## src/rtl/core_pkg.sv

```systemverilog
// Shared core definitions: register-address width, the x0 index and the hazard control bundle.
package core_pkg;

  localparam int REG_ADDR_W = 5;
  localparam logic [REG_ADDR_W-1:0] REG_X0 = 5'd0;

  typedef struct packed {
    logic pc_en;
    logic ifid_en;
    logic ifid_flush;
    logic idex_flush;
  } hazard_ctrl_t;

endpackage

```

## src/rtl/hazard_perf_cnt.sv

```systemverilog
// Stall and flush cycle counters; wrap silently and clear asynchronously on reset.
module hazard_perf_cnt #(
  parameter int CNT_W = 32
) (
  input  logic             clk_i,
  input  logic             rst_ni,
  input  logic             stall_inc_i,
  input  logic             flush_inc_i,
  output logic [CNT_W-1:0] stall_cnt_o,
  output logic [CNT_W-1:0] flush_cnt_o
);

  logic [CNT_W-1:0] r_stall_cnt;
  logic [CNT_W-1:0] r_flush_cnt;

  always_ff @(posedge clk_i or negedge rst_ni) begin
    if (!rst_ni) begin
      r_stall_cnt <= '0;
      r_flush_cnt <= '0;
    end else begin
      if (stall_inc_i) r_stall_cnt <= r_stall_cnt + 1'b1;
      if (flush_inc_i) r_flush_cnt <= r_flush_cnt + 1'b1;
    end
  end

  assign stall_cnt_o = r_stall_cnt;
  assign flush_cnt_o = r_flush_cnt;

endmodule

```

## src/rtl/hazard_unit.sv

```systemverilog
// Load-use stall and branch-flush control between ID and EX; zero-latency combinational outputs.
// Performance counters exist only when HAZARD_UNIT_PERF_CNT_EN is defined, otherwise they read 0.
module hazard_unit
  import core_pkg::*;
#(
  parameter int REG_ADDR_W = core_pkg::REG_ADDR_W,
  parameter int CNT_W      = 32
) (
  input  logic                  clk_i,
  input  logic                  rst_ni,
  input  logic [REG_ADDR_W-1:0] rs1_addr_id_i,
  input  logic [REG_ADDR_W-1:0] rs2_addr_id_i,
  input  logic                  id_ex_mem_read_i,
  input  logic [REG_ADDR_W-1:0] id_ex_rd_i,
  input  logic                  flush_req_i,
  output logic                  pc_write_en_o,
  output logic                  if_id_write_en_o,
  output logic                  if_id_flush_o,
  output logic                  id_ex_flush_o,
  output logic [CNT_W-1:0]      stall_cnt_o,
  output logic [CNT_W-1:0]      flush_cnt_o
);

  logic         w_load_use;
  hazard_ctrl_t w_ctrl;

  // A load to x0 produces nothing, so it can never be a real dependency.
  assign w_load_use = id_ex_mem_read_i
                    && (id_ex_rd_i != REG_ADDR_W'(REG_X0))
                    && ((id_ex_rd_i == rs1_addr_id_i) || (id_ex_rd_i == rs2_addr_id_i));

  // Flush beats the stall: the dependent instruction is on the wrong path anyway.
  always_comb begin
    w_ctrl = '{pc_en: 1'b1, ifid_en: 1'b1, ifid_flush: 1'b0, idex_flush: 1'b0};
    if (flush_req_i) begin
      w_ctrl = '{pc_en: 1'b1, ifid_en: 1'b1, ifid_flush: 1'b1, idex_flush: 1'b1};
    end else if (w_load_use) begin
      w_ctrl = '{pc_en: 1'b0, ifid_en: 1'b0, ifid_flush: 1'b0, idex_flush: 1'b1};
    end
  end

  assign pc_write_en_o    = w_ctrl.pc_en;
  assign if_id_write_en_o = w_ctrl.ifid_en;
  assign if_id_flush_o    = w_ctrl.ifid_flush;
  assign id_ex_flush_o    = w_ctrl.idex_flush;

`ifdef HAZARD_UNIT_PERF_CNT_EN
  hazard_perf_cnt #(
    .CNT_W (CNT_W)
  ) u_perf_cnt (
    .clk_i       (clk_i),
    .rst_ni      (rst_ni),
    .stall_inc_i (w_load_use && !flush_req_i),
    .flush_inc_i (flush_req_i),
    .stall_cnt_o (stall_cnt_o),
    .flush_cnt_o (flush_cnt_o)
  );
`else
  logic w_unused_clk_rst;
  assign w_unused_clk_rst = clk_i ^ rst_ni;
  assign stall_cnt_o      = '0;
  assign flush_cnt_o      = '0;
`endif

endmodule

```

## config.mk

```make
export PLATFORM = sky130hd
export DESIGN_NAME = hazard_unit
export DESIGN_NICKNAME = d
export VERILOG_FILES = /design/src/rtl/core_pkg.sv /design/src/rtl/hazard_perf_cnt.sv /design/src/rtl/hazard_unit.sv
export SDC_FILE = /design/constraint.sdc
export NUM_CORES = 1
export LEC_CHECK = 0
export BUFFER_PORTS_ARGS = -buffer_cell sky130_fd_sc_hd__buf_4
export CORE_UTILIZATION = 33
export DETAILED_ROUTE_END_ITERATION = 7
export GPL_TIMING_DRIVEN = 0
export PLACE_DENSITY_LB_ADDON = 0.2
export SETUP_SLACK_MARGIN = 0.5
export SYNTH_ARGS = -nofsm -noshare
export SYNTH_HDL_FRONTEND = slang
export SYNTH_HIERARCHICAL = 1
export SYNTH_SLANG_ARGS = --single-unit
```

## constraint.sdc

```tcl
create_clock -name vclk -period 1.3
set_clock_uncertainty 0.1 [all_clocks]
set_input_delay 0.065 -clock vclk [all_inputs]
set_output_delay 0.065 -clock vclk [all_outputs]
set_load 0.005 [all_outputs]
```

Word level (Yosys, flattened, before mapping) --
Index checks and enable logic that the tools add are counted.
Cells by class: equality and inequality tests 2, muxes and demuxes 2, reduce and logical (&&, ||, !) cells 4
Operator list (count):
- equality test 5 bit | 2
- 2-to-1 mux 4 bit | 2
- nonzero test 5 bit | 1
- logical AND 1 bit | 2
- logical OR 1 bit | 1
Word-level totals: bits in registers 0, bits of input ports 19, logic and storage cells 8

Depth between registers and ports, before layout --
Gate-level depths: netlist of run 1.
depth in word-level cells 5, mapped depth 5, gate-level depth less buffers 4

Worst setup path before layout of run 1 --
OpenSTA, ideal clock, no wires.
kind input to output, from input id_ex_rd_i[3], to output pc_write_en_o, arrival 0.966 ns, data required time 1.135 ns, slack 0.169 ns, stages 5, path through xor2_1 nor3_1 a22oi_1 or3_1 buf_4
On the way: longest elaborated chain between the ends 5, elaborated cells between the ends (all ways) 8
Ends and longest elaborated chain:
- start: declaration | RTL line hazard_unit.sv:14 | input logic [REG_ADDR_W-1:0] id_ex_rd_i,
- equality test 5 bit or nonzero test 5 bit (tied branches) | RTL line hazard_unit.sv:30, hazard_unit.sv:29
- logical OR 1 bit or logical AND 1 bit (tied branches) | RTL line hazard_unit.sv:30, hazard_unit.sv:29
- logical AND 1 bit (*) | RTL line hazard_unit.sv:30 | && ((id_ex_rd_i == rs1_addr_id_i) || (id_ex_rd_i == rs2_addr_id_i));
- 2-to-1 mux 4 bit (*) | RTL line hazard_unit.sv:37 | end else if (w_load_use) begin
- 2-to-1 mux 4 bit (*) | RTL line hazard_unit.sv:35 | if (flush_req_i) begin
- end: declaration | RTL line hazard_unit.sv:16 | output logic pc_write_en_o,
Every way passes the cells marked *; elsewhere a longest branch is shown, timed or not.

Worst setup path in the final report of run 1 --
from input rs2_addr_id_i[4], to output pc_write_en_o
On the way: longest elaborated chain between the ends 5
Ends and longest elaborated chain:
- start: declaration | RTL line hazard_unit.sv:12 | input logic [REG_ADDR_W-1:0] rs2_addr_id_i,
- equality test 5 bit | RTL line hazard_unit.sv:30
- logical OR 1 bit | RTL line hazard_unit.sv:30
- logical AND 1 bit | RTL line hazard_unit.sv:30
- 2-to-1 mux 4 bit | RTL line hazard_unit.sv:37
- 2-to-1 mux 4 bit | RTL line hazard_unit.sv:35
Every way passes these cells.

==> reports/results.txt, run 1 <==
Worst path required time: 1.13 ns
Critical path class: in -> out
Worst setup SP type: primary input
Cts hold-fix bufs: 0
Synth cell types: 10
Clock share of power: 0%
Via/cell ratio: 2.89
Die ar.: 2140 sq um
Setup WS pre-CTS: -0.143 ns
Fmax: 0.718 GHz
Most frequent cells in the layout: buf_4 (78), conb_1 (64), xor2_1 (10)
Die Y: 46.2 um
Sw Pwr: 0.000104 W
Dpl cells: 195
Drt wl/cell: 5.52 um
Cell count after synthesis: 86
Total core area: 1780 sq um
Final min period: 1.39 ns
Post-synthesis sequential area ratio: 0%
ANT cells: 0
Buf/Inv on CP: 3
Fin cells: 195
First drt pass iteration count: 4
Compound-Gate Fraction of Synth Area: 3.68%
Layout Utilization: 62.5%
Number of global-route vias before repair: 320
Maximum VDD drop: 0.130 mV
Postcts setup bufs: 0
Total track usage: 7.12%
Pins Over Slew Limit: 0
CP Max Fanout: 2
Mux share of post-synthesis cell area: 0%
Failing checks: setup timing
Synth Area in XOR/XNOR: 13.6%
CP arrival: 1.23 ns
Most frequent CP cell: buf_6
# DRC: 0
Synth Area in Simple Gates: 5.43%
Global route overflow: 0
HP Class: in -> out
CP Capture Type: primary output
1st-iter DRT viols: 2
Family with the most delay on the worst path: simple AND/OR/NAND/NOR gates
RSZ-0062 raised after global routing: true
Sequential power share: 0%
Adder-cell share of the synthesized area: 0%
Post-route ant nets: 0
Clock buffer cells: 0
Final GP Congestion: 0.681
First-pass GRT wire length: 1180 um
Hold_sp: flush_req_i
Die Wd: 46.2 um
Io pins: 87
Syn avg cell area: 7.51 sq um
Via Count: 563
Largest family of logic cells by synthesized area: buffers and inverters
CP max stage cell: or3_4
Cell area after synthesis: 646 sq um
Pleak: 0.737 nW
Hold endpoint: if_id_flush_o
Crit path cell chain: buf_6 > xor2_1 > nor3_1 > a22oi_1 > or3_4 > buf_6 > buf_6
Initial Util: 36.2%
Status: finished with violations
Most common cell after layout, fill and taps aside: buf_4
Drt total wl: 1080 um
Seq cells: 0
Final setup fails: 2
Pint: 0.000190 W
Port Buffers: 21
Final hold viol count: 0
Final WS setup: -0.0927 ns
Sw Ratio: 35.3%
Max incr delay on CP: 0.35 ns
Multi-input gate area: 392 sq um
Logic gate share of total power: 100.0%
Synth warn: 6
MaxCap Viol Count: 0
Fillers: 163
Share of cells above drive strength 1: 52.9%
Largest net degree at the start of global routing: 4
NumNets Final: 191
Synthesis-to-layout area growth: 72.5%
Reg area: 0 sq um
Row count: 15
Period utilization: 107%
Initial antenna violation count: 0
Power per cell area: 263 nW/um^2
Hold Path Depth: 3
Final HPWL DP: 1070 um
==> area by class of cell <==
| type | count | share of cell area [%] |
|---|---|---|
| buffer | 66 | 44.8 |
| multi-input combinational | 83 | 35.2 |
| tap | 25 | 2.81 |
| timing repair buffer | 21 | 17.2 |
==> Yosys cell counts (all sizes together) <==
master / instances / area [sq um]
buf: 66 / 495
xor2: 10 / 87.6
or3: 1 / 6.26
o21ai: 1 / 8.76
o21bai: 1 / 7.51
conb: 1 / 3.75
or4: 1 / 11.3
nor3: 2 / 10.0
nor2: 2 / 7.51
a22oi: 1 / 7.51
==> timing repair <==
item | 4_1_cts | 5_1_grt
gates cloned | 0 | 0
endpoints found under the setup margin | 3 | 3
pin swaps | 5 | 6
gates resized for setup | 7 | 3
==> metrics by stage <==
stage               area [sq um]  hold slack [ns]  TNS [ns]  power, W
global route                1110            0.311    -0.170  0.000323
CTS                         1100            0.304    -0.203  0.000282
detailed placement          1080            0.303    -0.172  0.000275
global placement            1080            0.299    -0.177  0.000274
floorplan                    887            0.111         0  0.000215
finish                      1110            0.302    -0.104  0.000293
==> tightest hold or removal path, cell delays in order <==
cell	delay, ns
buf_4	0.09
buf_4	0.09
buf_4	0.09
==> cells by family after synthesis <==
logic type / Yosys count
AOI/OAI and AO/OA: 3
buffers and inverters: 66
and+or+nand+nor: 6
other: 1
xor gates and xnor gates: 10
==> power by group through the flow <==
stage / logic [W] / clock network (W) / registers [W]
after floorplan: 0.000215 / 0 / 0
after global placement: 0.000274 / 0 / 0
after detailed placement: 0.000275 / 0 / 0
after CTS: 0.000282 / 0 / 0
after global routing: 0.000323 / 0 / 0
final: 0.000293 / 0 / 0
==> per-layer routing <==
metal / global-route usage (%) / share of wire [%] / wire length, um
met1: 5.52 / 25 / 273
met2: 16.6 / 54 / 577
met3: 2.35 / 21 / 225
met4: 0 / 0 / 0
met5: 0 / 0 / 0
==> how the worst max path moves through the flow <==
stage,from,end,slack [ns],cells after the start
3_3_place_gp,id_ex_rd_i[3],pc_write_en_o,-0.15,7
2_1_floorplan,id_ex_rd_i[3],pc_write_en_o,0.18,5
4_1_cts,rs2_addr_id_i[4],pc_write_en_o,-0.14,7
3_5_place_dp,id_ex_rd_i[3],pc_write_en_o,-0.14,7
5_1_grt,rs2_addr_id_i[4],pc_write_en_o,-0.13,7
6_report,rs2_addr_id_i[4],pc_write_en_o,-0.09,7
Note: power is estimated with default switching activity, not from simulation.
==> run 2: changes to the inputs <==
--- a/config.mk
+++ b/config.mk
@@ -10,6 +10,7 @@
 export DETAILED_ROUTE_END_ITERATION = 7
 export GPL_TIMING_DRIVEN = 0
 export PLACE_DENSITY_LB_ADDON = 0.2
+export RECOVER_POWER = 100
 export SETUP_SLACK_MARGIN = 0.5
 export SYNTH_ARGS = -nofsm -noshare
 export SYNTH_HDL_FRONTEND = slang
==> run 2 against run 1 <==
Net effect: the flow still finishes with violations (setup timing); power fell by 0.16%; core utilization did not move; via count rose by 0.18%; non-clock buffer count did not move; sequential cell count did not move; count of clock-buffer cells in the layout did not move; setup slack improved by 0.00072 ns.
==> reports/results.txt, run 2 (synthesis gave the netlist of run 1 again) <==
Status: finished with violations
Failing checks: setup timing
Hold endpoint: if_id_flush_o
Most common cell after layout, fill and taps aside: buf_4
Total track usage: 7.12%
Via/cell ratio: 2.89
Most frequent cells in the layout: buf_4 (76), conb_1 (64), xor2_1 (10)
Row count: 15
Synthesis-to-layout area growth: 72.5%
MaxCap Viol Count: 0
Pins Over Slew Limit: 0
Drt wl/cell: 5.51 um
Fmax: 0.718 GHz
Port Buffers: 21
CP Capture Type: primary output
NumNets Final: 191
Fillers: 163
CP Max Fanout: 2
Seq cells: 0
Worst setup SP type: primary input
Io pins: 87
Multi-input gate area: 392 sq um
Share of cells above drive strength 1: 52.9%
Drt total wl: 1080 um
Hold Path Depth: 3
Setup WS pre-CTS: -0.143 ns
Final min period: 1.39 ns
Post-route ant nets: 0
Final GP Congestion: 0.681
Pleak: 0.737 nW
RSZ-0062 raised after global routing: true
Worst path required time: 1.13 ns
Initial Util: 36.2%
Largest net degree at the start of global routing: 4
1st-iter DRT viols: 2
Number of global-route vias before repair: 320
Power per cell area: 263 nW/um^2
Die Wd: 46.2 um
Final HPWL DP: 1070 um
Total core area: 1780 sq um
Initial antenna violation count: 0
Final WS setup: -0.0919 ns
Reg area: 0 sq um
Die Y: 46.2 um
Final hold viol count: 0
CP arrival: 1.23 ns
TNS Setup: -0.103 ns
Via Count: 564
Die ar.: 2140 sq um
Cts hold-fix bufs: 0
Postcts setup bufs: 0
Maximum VDD drop: 0.130 mV
# DRC: 0
Global route overflow: 0
First drt pass iteration count: 4
ANT cells: 0
Clock buffer cells: 0
HP Class: in -> out
Hold_sp: flush_req_i
First-pass GRT wire length: 1180 um
Period utilization: 107%
Critical path class: in -> out
Final hold slack: 0.324 ns
Final setup fails: 2
[run 2: cell types whose count changed in the layout (fill, tap and decap cells not counted)]
cell,delta
buf_4,-2
clkbuf_4,+2
[run 2: through the flow]
stage	instance area (sq um)	util, %	instances	total power (W)
after floorplan	887	-	149	0.000215
after global placement	1080	60.4	195	0.000274
after detailed placement	1080	60.4	195	0.000275
after CTS	1100	61.8	195	0.000282
after global routing	1110	62.5	195	0.000323
final	1110	62.5	195	0.000293
[run 2: area by class of cell]
class	instances	share of cell area [%]
plain buffers	66	44.8
multi-input cells	83	35.2
repair buffers	21	17.2
well taps	25	2.81
[run 2: timing repair]
action	in CTS	in global routing
gates resized for setup	7	3
pin swaps	5	6
endpoints found under the setup margin	3	3
[run 2: worst max path at each step]
stage	from	end	cells after the start
floorplan	id_ex_rd_i[3]	pc_write_en_o	5
global placement	id_ex_rd_i[3]	pc_write_en_o	7
detailed placement	id_ex_rd_i[3]	pc_write_en_o	7
CTS	rs2_addr_id_i[4]	pc_write_en_o	7
global route	rs2_addr_id_i[4]	pc_write_en_o	7
finish	rs2_addr_id_i[4]	pc_write_en_o	7
[run 2: critical path, cell delays in order]
cell	delay, ns
buf_6	0.09
xor2_1	0.15
nor3_1	0.21
a22oi_1	0.14
or3_4	0.35
buf_6	0.12
buf_6	0.10
[run 2: routing by layer]
metal	vias up	global-route usage, %	part of all wire [%]
met4	0	0	0
met5	-	0	0
met1	212	5.52	25
li1	305	-	-
met2	47	16.6	54
met3	0	2.35	21
[run 2: where the power goes]
group | switching (W) | internal (W) | total (W) | leakage [nW]
sequential | 0 | 0 | 0 | 0
clock | 0 | 0 | 0 | 0
combinational | 0.000104 | 0.000189 | 0.000293 | 0.737
total | 0.000104 | 0.000189 | 0.000293 | 0.737
